`config.mk`:
```
export PLATFORM = sky130hd
export DESIGN_NAME = steer_quad_multi_flat
export DESIGN_NICKNAME = d
export VERILOG_FILES = /design/src/rtl/steer_quad_multi_if.sv /design/src/rtl/steer_quad_multi.sv /design/src/flat_wrapper.sv
export SDC_FILE = /design/constraint.sdc
export NUM_CORES = 1
export LEC_CHECK = 0
export CORE_AREA = 8 8 167 169
export DETAILED_ROUTE_END_ITERATION = 16
export DIE_AREA = 0 0 175 177
export PLACE_DENSITY = 0.47
export SKIP_LAST_GASP = 1
export SLEW_MARGIN = 15
export SYNTH_ARGS = -nofsm -noshare
export SYNTH_HDL_FRONTEND = slang
export SYNTH_SLANG_ARGS = --single-unit
export TNS_END_PERCENT = 20
```
`constraint.sdc`:
```
create_clock -name CLK -period 6.79 [get_ports CLK]
set_input_delay 1.358 -clock CLK [delete_from_list [all_inputs] [get_ports CLK]]
set_output_delay 1.358 -clock CLK [all_outputs]
set_load 0.005 [all_outputs]
```
`src/rtl/steer_quad_multi_if.sv`:
```
// Bus bundle for the multi-channel steering converter: shared controls in,
// per-channel quadrature pairs, step strobes and position counters out.
interface steer_quad_multi_if #(
  parameter int CHANNELS = 2,
  parameter int DIV_W    = 16,
  parameter int POS_W    = 8
);
  logic [DIV_W-1:0]          clkdiv;
  logic [CHANNELS-1:0]       left;
  logic [CHANNELS-1:0]       right;
  logic                      pos_clr;
  logic [2*CHANNELS-1:0]     steer;
  logic [CHANNELS-1:0]       step;
  logic [POS_W*CHANNELS-1:0] pos;

  modport master (
    output clkdiv, left, right, pos_clr,
    input  steer, step, pos
  );

  modport slave (
    input  clkdiv, left, right, pos_clr,
    output steer, step, pos
  );
endinterface

```
`src/rtl/steer_quad_multi.sv`:
```
// Joystick-to-quadrature steering for N players with per-channel acceleration
// ramp, signed wheel-position counters, step strobes and a global clear.
module steer_quad_multi #(
  parameter int CHANNELS    = 2,
  parameter int DIV_W       = 16,
  parameter int ACCEL_EVERY = 8,
  parameter int ACCEL_MAX   = 2,
  parameter int POS_W       = 8
) (
  input  logic              CLK,
  input  logic              reset,
  steer_quad_multi_if.slave bus
);

  localparam int SC_W = (ACCEL_EVERY > 1) ? $clog2(ACCEL_EVERY) : 1;
  localparam int SH_W = (ACCEL_MAX > 0) ? $clog2(ACCEL_MAX + 1) : 1;
  localparam logic [SC_W-1:0] SC_LAST = SC_W'(ACCEL_EVERY - 1);
  localparam logic [SH_W-1:0] SH_MAX  = SH_W'(ACCEL_MAX);

  localparam logic [0:0] ST_IDLE = 1'b0;
  localparam logic [0:0] ST_RUN  = 1'b1;

  // A zero divider behaves as one so the wheel still turns at full rate.
  logic [DIV_W-1:0] div_eff;
  assign div_eff = (bus.clkdiv == '0) ? DIV_W'(1) : bus.clkdiv;

  for (genvar c = 0; c < CHANNELS; c++) begin : g_ch
    logic [0:0]       state_q,  state_d;
    logic             dir_q,    dir_d;     // 1 = right
    logic [DIV_W-1:0] cnt_q,    cnt_d;
    logic [SH_W-1:0]  shift_q,  shift_d;
    logic [SC_W-1:0]  scount_q, scount_d;
    logic [1:0]       steer_q,  steer_d;   // the Gray phase itself
    logic             step_q,   step_d;
    logic [POS_W-1:0] pos_q,    pos_d;
    logic [DIV_W-1:0] period;
    logic             req;
    logic             req_right;

    assign req       = bus.left[c] ^ bus.right[c];
    assign req_right = bus.right[c];

    // NOTE: every variable gets a default at the top of always_comb so that
    // no path leaves one unassigned, which would otherwise infer a latch.
    always_comb begin
      state_d  = state_q;
      dir_d    = dir_q;
      cnt_d    = cnt_q;
      shift_d  = shift_q;
      scount_d = scount_q;
      steer_d  = steer_q;
      step_d   = 1'b0;
      pos_d    = pos_q;
      period   = '0;

      if (state_q == ST_IDLE) begin
        if (req) begin
          state_d  = ST_RUN;
          dir_d    = req_right;
          shift_d  = '0;
          scount_d = '0;
          cnt_d    = div_eff - 1'b1;
        end
      end else if (!req) begin
        state_d  = ST_IDLE;
        shift_d  = '0;
        scount_d = '0;
        cnt_d    = '0;
      end else if (req_right != dir_q) begin
        // Reversal restarts the ramp exactly like a fresh entry.
        dir_d    = req_right;
        shift_d  = '0;
        scount_d = '0;
        cnt_d    = div_eff - 1'b1;
      end else if (cnt_q != '0) begin
        cnt_d = cnt_q - 1'b1;
      end else begin
        step_d  = 1'b1;
        steer_d = dir_q ? {steer_q[0], ~steer_q[1]} : {~steer_q[0], steer_q[1]};
        pos_d   = dir_q ? pos_q + 1'b1 : pos_q - 1'b1;
        if (scount_q == SC_LAST) begin
          scount_d = '0;
          if (shift_q != SH_MAX) shift_d = shift_q + 1'b1;
        end else begin
          scount_d = scount_q + 1'b1;
        end
        period = div_eff >> shift_d;
        if (period == '0) period = DIV_W'(1);
        cnt_d = period - 1'b1;
      end

      if (bus.pos_clr) pos_d = '0;
    end

    // NOTE: sequential state uses non-blocking assignments so every register
    // samples the pre-edge values regardless of statement order.
    always_ff @(posedge CLK) begin
      if (reset) begin
        state_q  <= ST_IDLE;
        dir_q    <= 1'b0;
        cnt_q    <= '0;
        shift_q  <= '0;
        scount_q <= '0;
        steer_q  <= 2'b00;
        step_q   <= 1'b0;
        pos_q    <= '0;
      end else begin
        state_q  <= state_d;
        dir_q    <= dir_d;
        cnt_q    <= cnt_d;
        shift_q  <= shift_d;
        scount_q <= scount_d;
        steer_q  <= steer_d;
        step_q   <= step_d;
        pos_q    <= pos_d;
      end
    end

    assign bus.steer[2*c +: 2]     = steer_q;
    assign bus.step[c]             = step_q;
    assign bus.pos[POS_W*c +: POS_W] = pos_q;
  end

endmodule

```
`src/flat_wrapper.sv`:
```
// flat-port wrapper written by rule: the top's interface ports become plain ports
module steer_quad_multi_flat 
#(
  parameter int CHANNELS    = 2,
  parameter int DIV_W       = 16,
  parameter int ACCEL_EVERY = 8,
  parameter int ACCEL_MAX   = 2,
  parameter int POS_W       = 8
)
  (CLK, reset, bus_clkdiv, bus_left, bus_right, bus_pos_clr, bus_steer, bus_step, bus_pos);
  steer_quad_multi_if #(.CHANNELS(CHANNELS), .DIV_W(DIV_W), .POS_W(POS_W)) bus_i ();
  input  logic CLK;
  input  logic reset;
  input wire logic [$bits(bus_i.clkdiv)-1:0] bus_clkdiv;
  input wire logic [$bits(bus_i.left)-1:0] bus_left;
  input wire logic [$bits(bus_i.right)-1:0] bus_right;
  input wire logic [$bits(bus_i.pos_clr)-1:0] bus_pos_clr;
  output wire logic [$bits(bus_i.steer)-1:0] bus_steer;
  output wire logic [$bits(bus_i.step)-1:0] bus_step;
  output wire logic [$bits(bus_i.pos)-1:0] bus_pos;
  assign bus_i.clkdiv = bus_clkdiv;
  assign bus_i.left = bus_left;
  assign bus_i.right = bus_right;
  assign bus_i.pos_clr = bus_pos_clr;
  assign bus_steer = bus_i.steer;
  assign bus_step = bus_i.step;
  assign bus_pos = bus_i.pos;
  steer_quad_multi #(.CHANNELS(CHANNELS), .DIV_W(DIV_W), .ACCEL_EVERY(ACCEL_EVERY), .ACCEL_MAX(ACCEL_MAX), .POS_W(POS_W)) u_core (.CLK(CLK), .reset(reset), .bus(bus_i));
endmodule
```
==> flow_metrics.py, run 1 <==
metrics = {
    "outcome": {
        "status": "completed",
    },
    "placement": {
        "placed_cells": 1171,
        "pre_cts_ws_ns": 1.21,
        "dpl-instance-area_um2": 6880,
        "gp_congestion": 0.870,
        "hpwl_um": 16200,
        "io_buffer_count": 44,
    },
    "route": {
        "wl_per_cell_um": 18.8,
        "vias": 6438,
        "first_iter_violations": 578,
        "drc": 0,
        "wl_um": 22300,
        "vias_per_cell": 5.42,
        "dr.pass1.iters": 5,
        "postRouteAntennaNets": 0,
    },
    "timing": {
        "setup_viol": 0,
        "maxSlewHeadroom_pct": 34.9,
        "fmax_mhz": 188,
        "hold_violations": 0,
        "tightestPinTransition_ns": 0.973,
        "post-route-period-util_pct": 78.3,
        "postLayoutSetupSlackWorst_ns": 1.47,
        "period_needed_ns": 5.32,
        "rsz0062_at_grt": "false",
        "hold_slack_ns": 0.477,
        "drv_slew": 0,
        "skew_ns": 0.0104,
        "setup-tns-final_ns": 0,
    },
    "clock_network": {
        "cts_setup_buffers": 0,
        "cts_resized": 0,
        "clk_pin_slew_ns": 0.05,
        "cts_buffers": 9,
        "clk_latency_ns": 0.35,
        "hold_buffers": 0,
        "cts.sinks": 68,
        "cts_root_buffer": "clkbuf_16",
        "cts_tree": "done",
        "h-tree-depth": 3,
        "cts_max_path_buffers": 2,
    },
    "setup_path": {
        "cp.required_ns": 7.01,
        "cpLargestDelayFamily": "simple AND/OR/NAND/NOR gates",
        "cp-end-kind": "flip-flop",
        "critPathMaxStageDelay_ns": 0.73,
        "start_kind": "primary input",
        "crit_chain": "clkdlybuf4s50_1 -> nor2_1 -> nand4_1 -> nor4_1 -> a22oi_1 -> a2bb2o_1 -> nor2_1 -> ha_1 -> nand2_1 -> a311o_1 -> nor3_1 -> or3_1 -> nor3_1 -> a21oi_1",
        "critPathKind": "in2reg",
        "path_buf_inv": 1,
        "path_max_fanout": 14,
        "cp_slowest_cell": "clkdlybuf4s50_1",
        "cp.arrival_ns": 5.53,
    },
    "floorplanning": {
        "fp.dieW_um": 175,
        "start_util_pct": 24.4,
        "rows": 59,
        "dieHeight_um": 177,
        "die_area_um2": 31000,
        "design.core.area_um2": 25500,
        "ioPinCount": 45,
    },
    "synthesis": {
        "yosysTopAreaCell": "dfxtp_1",
        "ys.flop_type": "dfxtp_1",
        "yosysWarningCount": 0,
        "synthesis.nets": 890,
        "synth_seq_cells": 68,
        "netlist-cell-type-count": 78,
        "syn_area_per_cell_um2": 7.37,
        "synthArstFlopShare_pct": 0,
        "synth_edf_count": 0,
        "synthCells": 845,
        "synth_top_area_share_pct": 21.9,
        "netlist_area_um2": 6230,
        "synthTopCellsByArea": "dfxtp_1 (22%), mux2i_1 (7.9%), nor2_1 (6.1%), a21oi_1 (5.9%), nand2_1 (5.9%)",
        "ys_seq_area_share_pct": 21.9,
    },
    "grt": {
        "globalRouteMet3Util_pct": 2.94,
        "met1_usage_pct": 20.6,
        "grt_overflow": 0,
        "gr-usage-met2_pct": 20.4,
        "grt_pass1_vias": 6004,
        "grt_max_degree": 46,
        "top_usage_layer": "met1",
        "grt_pass1_wl_um": 34800,
        "antenna_found_initial": 0,
        "track_usage_pct": 14.2,
    },
    "min_path": {
        "hp-class": "reg2reg",
    },
    "final_layout": {
        "layout_commonest_cell": "nor2_1",
        "antennaDiodeCount": 0,
        "area_growth_syn_to_layout_pct": 15.4,
        "nets": 892,
        "layout_common_cells": "nor2_1 (102), nand2_1 (98), a21oi_1 (74)",
        "drive_gt1_share_pct": 6.57,
        "fin_util_pct": 28.2,
        "final_area_um2": 7190,
        "fin_cells": 1187,
    },
    "pwr": {
        "p_per_area_nw_per_um2": 184,
        "vdd_ir_drop_max_mv": 0.119,
        "power.leakage_nw": 2.56,
        "finalPower_mw": 1.32,
    },
    "run": {
        "cap_viol_max_count": 0,
    },
}
where the power goes:
| part | internal [mW] | switching, mW |
|---|---|---|
| combinational | 0.132 | 0.229 |
| sequential | 0.419 | 0.0272 |
| clock | 0.322 | 0.190 |
area by class of cell:
| cell class | count | area, um2 |
|---|---|---|
| Clock inverter | 4 | 73.8 |
| Timing Repair Buffer | 54 | 510 |
| Fill cell | 2803 | 18300 |
| Sequential cell | 68 | 1360 |
| Clock buffer | 12 | 236 |
| Tap cell | 335 | 419 |
| Multi-Input combinational cell | 694 | 4510 |
| Inverter | 20 | 75.1 |
worst min-delay path: stages, from the launching register on:
cell and delay [ns]:
dfxtp_1 0.32, nand2_1 0.06, a21oi_1 0.05
synth_stat cells, drive strengths merged, types with 4 or more instances:
cell and instances:
a2111oi 6, nand2b 13, inv 19, o22ai 8
o31ai 6, xor2 22, nor3 32, a311oi 4
a31oi 16, or2 4, mux2i 50, buf 19
a22oi 11, a31o 4, and3 6, nand4 8
mux2 8, a21oi 74, a21o 10, a211oi 15
nand3 21, ha 20, dfxtp 68, o211ai 6
xnor2 25, or4 4, o21ai 42, nor2 102
nor4 17, o221ai 4, and2 6, nand2 98
a32oi 4, a221oi 9, clkbuf 44
registers in the layout, indices dropped and copies added (netlist names):
name                  count
u_core.g_ch.cnt_q        32
u_core.g_ch.dir_q         2
u_core.g_ch.pos_q        16
u_core.g_ch.scount_q      6
u_core.g_ch.shift_q       4
u_core.g_ch.state_q       2
u_core.g_ch.steer_q       4
u_core.g_ch.step_q        2
per-layer routing:
layer	routed length [um]	vias up
met2	9310	255
met4	408	0
li1	-	3109
met5	0	-
met3	1620	24
met1	11000	3050
cells by family (layout without fill, tap and decap cells):
family / after synthesis / count (layout) / synth area share, %
flip-flops: 68 / 68 / 21.9
XOR/XNOR: 47 / 47 / 6.61
multiplexers: 61 / 61 / 10.7
adder cells (fa/ha/maj): 22 / 22 / 4.66
AND/OR/NAND/NOR: 321 / 321 / 23.9
AO/OA/AOI/OAI: 243 / 243 / 26.5
buffers and inverters: 83 / 90 / 5.75
path summary, 6_finish.rpt:
| kind | start | to | slack (ns) | depth (start not counted) |
|---|---|---|---|---|
| max | bus_clkdiv[6] | u_core.g_ch[1].cnt_q[10] | 1.47 | 14 |
| min | u_core.g_ch[1].pos_q[3] | u_core.g_ch[1].pos_q[3] | 0.48 | 2 |
| max reg2reg | u_core.g_ch[0].scount_q[0] | u_core.g_ch[0].cnt_q[12] | 2.09 | 16 |
| min reg2reg | u_core.g_ch[1].pos_q[3] | u_core.g_ch[1].pos_q[3] | 0.48 | 2 |
No activity file was read; power rests on OpenSTA's default activity.
==> run 2: changes to the inputs <==
clock period = 4.9 ns   (was 6.79 ns; I/O delays follow)
==> flow_metrics.py, run 2 (same netlist as run 1, synthesis figures left out) <==
metrics = {
    "outcome": {
        "status": "completed",
    },
    "pwr": {
        "p_per_area_nw_per_um2": 244,
        "switchingPower_mw": 0.626,
        "clkPwrFrac_pct": 36.7,
        "swShare_pct": 34.9,
        "finalPower_mw": 1.79,
        "power_frac_comb_pct": 28.9,
        "p_seq_share_pct": 34.5,
        "p_int_mw": 1.17,
        "vdd_ir_drop_max_mv": 0.131,
        "power.leakage_nw": 2.68,
    },
    "timing": {
        "setup-tns-final_ns": 0,
        "hold_violations": 0,
        "rsz0062_at_grt": "false",
        "tightestPinTransition_ns": 0.948,
        "maxSlewHeadroom_pct": 35.0,
        "setup_viol": 0,
        "period_needed_ns": 4.26,
        "fmax_mhz": 235,
        "skew_ns": 0.0103,
        "post-route-period-util_pct": 87.0,
        "drv_slew": 0,
    },
    "placement": {
        "gp_congestion": 0.931,
        "io_buffer_count": 44,
        "hpwl_um": 16800,
    },
    "clock_network": {
        "hold_buffers": 0,
        "clk_latency_ns": 0.34,
        "h-tree-depth": 3,
        "cts_tree": "done",
        "cts.sinks": 68,
        "cts_max_path_buffers": 2,
        "clk_pin_slew_ns": 0.06,
        "cts_buffers": 9,
        "cts_setup_buffers": 0,
        "cts_root_buffer": "clkbuf_16",
        "cts_resized": 0,
    },
    "setup_path": {
        "r2r-start": "u_core.g_ch[0].scount_q[0]",
        "cp-startpoint": "bus_clkdiv[7]",
        "r2r_setup_slack_ns": 0.70,
        "crit_end": "u_core.g_ch[0].cnt_q[12]",
        "path_max_fanout": 9,
        "cp.required_ns": 5.12,
        "r2r-end": "u_core.g_ch[0].cnt_q[14]",
        "cp-end-kind": "flip-flop",
        "critPathKind": "in2reg",
        "start_kind": "primary input",
        "cp.arrival_ns": 4.48,
        "reg2reg_depth": 14,
    },
    "route": {
        "vias": 6542,
        "dr.pass1.iters": 7,
        "top_layer_used": "met4",
        "first_iter_violations": 691,
        "wl_per_cell_um": 18.5,
        "route.met3.wl_um": 1590,
        "vias_per_cell": 5.40,
        "wl_um": 22400,
        "met1_length_um": 11000,
        "drc": 0,
        "postRouteAntennaNets": 0,
        "wl_met2_um": 9420,
    },
    "final_layout": {
        "layout_common_cells": "nor2_1 (102), nand2_1 (98), a21oi_1 (74)",
        "drive_gt1_share_pct": 9.47,
        "area_growth_syn_to_layout_pct": 18.0,
        "regMostFlops": "u_core.g_ch.cnt_q",
        "layout_commonest_cell": "nor2_1",
        "largest_reg_flops": 32,
        "nets": 916,
        "multi_input_area_um2": 4510,
        "antennaDiodeCount": 0,
        "reg_top3": "u_core.g_ch.cnt_q: 32 flops, u_core.g_ch.pos_q: 16 flops, u_core.g_ch.scount_q: 6 flops",
        "layout.filler_cells": 2794,
        "seq_area_um2": 1360,
    },
    "floorplanning": {
        "ioPinCount": 45,
        "design.core.area_um2": 25500,
        "fp.dieW_um": 175,
        "dieHeight_um": 177,
        "die_area_um2": 31000,
        "start_util_pct": 24.4,
        "rows": 59,
    },
    "min_path": {
        "hp-class": "reg2reg",
        "hold_path.startpoint": "u_core.g_ch[0].pos_q[5]",
        "hold_depth": 2,
    },
    "grt": {
        "grt_pass1_vias": 6081,
        "grt_pass1_wl_um": 34800,
        "antenna_found_initial": 0,
        "grt_overflow": 0,
        "track_usage_pct": 14.1,
        "grt_max_degree": 31,
    },
    "run": {
        "cap_viol_max_count": 0,
    },
}
[run 2: cell count changes in the layout (fill, tap and decap cells not counted)]
| cell | before | now |
|---|---|---|
| bufinv_16 | 2 | 1 |
| clkbuf_1 | 3 | 0 |
| clkinv_4 | 1 | 2 |
| buf_4 | 10 | 34 |
| clkinv_2 | 1 | 4 |
[run 2: layer usage]
layer	global-route usage, %	vias up
li1	-	3159
met1	20.3	3089
met2	20.7	268
met3	2.73	26
met4	4.13	0
met5	0	-
[run 2: per-stage QoR]
stage	setup WS, ns	utilization, %	cells	instance area, um2	hold slack (ns)
floorplan	0.892	-	845	6230	0.464
global placement	0.393	27.7	1195	7060	0.466
detailed placement	0.321	27.7	1195	7060	0.468
CTS	0.682	28.9	1211	7350	0.480
global route	0.334	28.9	1211	7350	0.495
finish	0.639	28.9	1211	7350	0.474
[run 2: final cells by class]
type / count / share of cell area, %
Timing Repair Buffer: 78 / 9.40
Multi-Input combinational cell: 694 / 61.4
Tap cell: 335 / 5.70
Clock buffer: 9 / 3.06
Clock inverter: 7 / 0.919
Inverter: 20 / 1.02
Sequential cell: 68 / 18.5
[run 2: worst min path at each step]
stage / to / slack [ns]
5_1_grt: u_core.g_ch[1].pos_q[4] / 0.50
3_3_place_gp: u_core.g_ch[1].pos_q[5] / 0.47
2_1_floorplan: u_core.g_ch[1].cnt_q[14] / 0.46
3_5_place_dp: u_core.g_ch[1].pos_q[4] / 0.47
6_report: u_core.g_ch[0].pos_q[5] / 0.47
4_1_cts: u_core.g_ch[0].pos_q[5] / 0.48
[run 2: power groups by stage]
stage / Combinational (mW) / Clock, mW / Sequential (mW)
after global routing: 0.564 / 0.700 / 0.622
after detailed placement: 0.505 / 0 / 0.629
after floorplan: 0.361 / 0 / 0.612
after CTS: 0.509 / 0.677 / 0.617
after global placement: 0.512 / 0 / 0.631
final: 0.517 / 0.657 / 0.619
[run 2: critical path: stages]
cell and delay, ns:
clkdlybuf4s50_1 0.63, buf_4 0.28, nor3_1 0.16, mux2i_1 0.09
or4_4 0.44, a2111oi_4 0.38, a21oi_1 0.15, nor2_1 0.14
nor2_1 0.06, ha_1 0.24, and3_1 0.18, nand4b_1 0.16
mux2_2 0.35, a21oi_1 0.14, a31oi_1 0.09
==> run 3: changes to the inputs <==
ABC_AREA = 1   (was default)
CORE_AREA = 8 8 164 166   (was 8 8 167 169)
DIE_AREA = 0 0 172 174   (was 0 0 175 177)
==> flow_metrics.py, run 3 <==
metrics = {
    "outcome": {
        "status": "completed",
    },
    "final_layout": {
        "reg_top3": "u_core.g_ch.cnt_q: 32 flops, u_core.g_ch.pos_q: 16 flops, u_core.g_ch.scount_q: 6 flops",
        "fin_cells": 1334,
        "drive_gt1_share_pct": 9.16,
        "layout_commonest_cell": "nand2_1",
        "largest_reg_flops": 32,
        "area_growth_syn_to_layout_pct": 17.4,
        "layout_common_cells": "nand2_1 (229), inv_1 (120), o21ai_0 (103)",
        "regMostFlops": "u_core.g_ch.cnt_q",
        "final_area_um2": 6980,
        "nets": 1044,
        "antennaDiodeCount": 0,
        "fin_util_pct": 28.5,
    },
    "clock_network": {
        "hold_buffers": 0,
        "cts.sinks": 68,
        "clk_pin_slew_ns": 0.05,
        "cts_tree": "done",
        "cts_max_path_buffers": 2,
        "h-tree-depth": 3,
        "cts_setup_buffers": 0,
        "clk_latency_ns": 0.34,
        "cts_resized": 0,
        "cts_root_buffer": "clkbuf_16",
        "cts_buffers": 9,
    },
    "synthesis": {
        "yosys-top-cells-count": "nand2_1 (229), inv_1 (120), o21ai_0 (103), nor2_1 (91), dfxtp_1 (68)",
        "synth_top_area_share_pct": 22.9,
        "synth_most_common_cell": "nand2_1",
        "synthArstFlopShare_pct": 0,
        "yosysWarningCount": 0,
        "synthCells": 970,
        "synthTopCellsByArea": "dfxtp_1 (23%), nand2_1 (14%), o21ai_0 (8.7%), inv_1 (7.6%), nor2_1 (5.7%)",
        "netlist-cell-type-count": 46,
        "ys_seq_area_share_pct": 22.9,
        "yosysTopAreaCell": "dfxtp_1",
        "ys.flop_type": "dfxtp_1",
        "synthesis.nets": 1015,
        "synth_edf_count": 0,
        "synth_seq_cells": 68,
        "netlist_area_um2": 5940,
        "syn_area_per_cell_um2": 6.13,
    },
    "floorplanning": {
        "dieHeight_um": 174,
        "die_area_um2": 29900,
        "rows": 58,
        "design.core.area_um2": 24500,
        "fp.dieW_um": 172,
        "start_util_pct": 24.2,
        "ioPinCount": 45,
    },
    "route": {
        "wl_per_cell_um": 14.7,
        "vias": 6197,
        "postRouteAntennaNets": 0,
        "wl_um": 19600,
        "first_iter_violations": 338,
        "vias_per_cell": 4.65,
        "drc": 0,
        "dr.pass1.iters": 5,
    },
    "placement": {
        "dpl-instance-area_um2": 6660,
        "hpwl_um": 15400,
        "placed_cells": 1318,
        "gp_congestion": 0.850,
        "io_buffer_count": 44,
    },
    "timing": {
        "rsz0062_at_grt": "false",
        "maxSlewHeadroom_pct": 37.3,
        "tightestPinTransition_ns": 0.931,
        "skew_ns": 0.00709,
        "hold_violations": 0,
        "drv_slew": 0,
        "setup_viol": 0,
        "setup-tns-final_ns": 0,
        "post-route-period-util_pct": 76.3,
        "period_needed_ns": 3.74,
        "fmax_mhz": 267,
    },
    "setup_path": {
        "path_max_fanout": 15,
        "cp.arrival_ns": 3.97,
        "critPathKind": "in2reg",
        "cp.required_ns": 5.13,
        "cp-end-kind": "flip-flop",
        "start_kind": "primary input",
    },
    "grt": {
        "grt_max_degree": 30,
        "grt_pass1_vias": 5802,
        "antenna_found_initial": 1,
        "grt_overflow": 0,
        "grt_pass1_wl_um": 31600,
        "track_usage_pct": 13.3,
    },
    "pwr": {
        "p_per_area_nw_per_um2": 266,
        "power.leakage_nw": 3.03,
        "vdd_ir_drop_max_mv": 0.149,
    },
    "run": {
        "cap_viol_max_count": 0,
    },
    "min_path": {
        "hp-class": "reg2reg",
    },
}
==> run 3: changes by cell type after synthesis, sizes merged, moves of 13 or more <==
cell,before,now
nand2,98,239
nand3,21,71
nor4,17,0
inv,19,130
mux2i,50,1
nor3,32,3
nand2b,13,0
clkbuf,44,12
xnor2,25,10
o21ai,42,149
==> run 3: final timing paths <==
| path | depth (start not counted) | startpoint | endpoint | slack, ns |
|---|---|---|---|---|
| worst max-delay path | 21 | bus_clkdiv[8] | u_core.g_ch[0].cnt_q[12] | 1.16 |
| worst min-delay path | 2 | u_core.g_ch[0].cnt_q[14] | u_core.g_ch[0].cnt_q[14] | 0.47 |
| worst max register to register | 20 | u_core.g_ch[1].scount_q[0] | u_core.g_ch[1].cnt_q[14] | 1.18 |
| worst min register to register | 2 | u_core.g_ch[0].cnt_q[14] | u_core.g_ch[0].cnt_q[14] | 0.47 |
==> run 3: cell type report <==
cell class | count | area, um2
inverters | 130 | 488
fillers | 2858 | 17500
repair buffers | 55 | 523
flip-flops and latches | 68 | 1360
clock inverters | 4 | 72.6
clock buffers | 12 | 246
multi-input cells | 735 | 3880
well taps | 330 | 413
==> run 3: logic make-up after synthesis <==
group	after synthesis	synth area share, %
compound gates	256	25.1
xor+xnor	21	3.09
fa+ha+maj	22	4.88
buf+inv	167	11.9
flops	68	22.9
mux	1	0.231
simple gates	435	31.9
==> run 3: worst max-delay path: stages <==
cell and delay [ns]:
clkdlybuf4s50_1 0.58, nor2_1 0.20, nand2_1 0.09, nor2_1 0.14, nand2_1 0.12, nand2_1 0.11
nand2_1 0.06, nand2_1 0.06, o21ai_0 0.10, and2_1 0.16, nand4_1 0.06, nand2_1 0.07
nand2_2 0.24, ha_1 0.27, nand3_2 0.15, nor2_4 0.14, inv_1 0.05, o21ai_1 0.10
nand3_1 0.08, a21oi_1 0.17, nor2_1 0.05
==> run 3: routing by layer <==
layer | part of all wire [%] | GRT usage (%)
met5 | 0.066 | 0
met2 | 48 | 22.2
met4 | 1.3 | 4.24
met1 | 48 | 17.4
met3 | 2.8 | 1.45
==> run 3: power by group <==
| part | internal [mW] | switching [mW] |
|---|---|---|
| clock network | 0.459 | 0.257 |
| registers | 0.586 | 0.0201 |
| logic | 0.178 | 0.358 |
==> run 3: per-stage QoR <==
step / power, mW / hold WS, ns / worst slack (ns)
2_1_floorplan: 1.01 / 0.444 / 1.73
4_1_cts: 1.88 / 0.466 / 1.14
3_5_place_dp: 1.15 / 0.457 / 0.811
5_1_grt: 1.97 / 0.481 / 0.662
6_report: 1.86 / 0.467 / 1.16
3_3_place_gp: 1.15 / 0.455 / 0.878
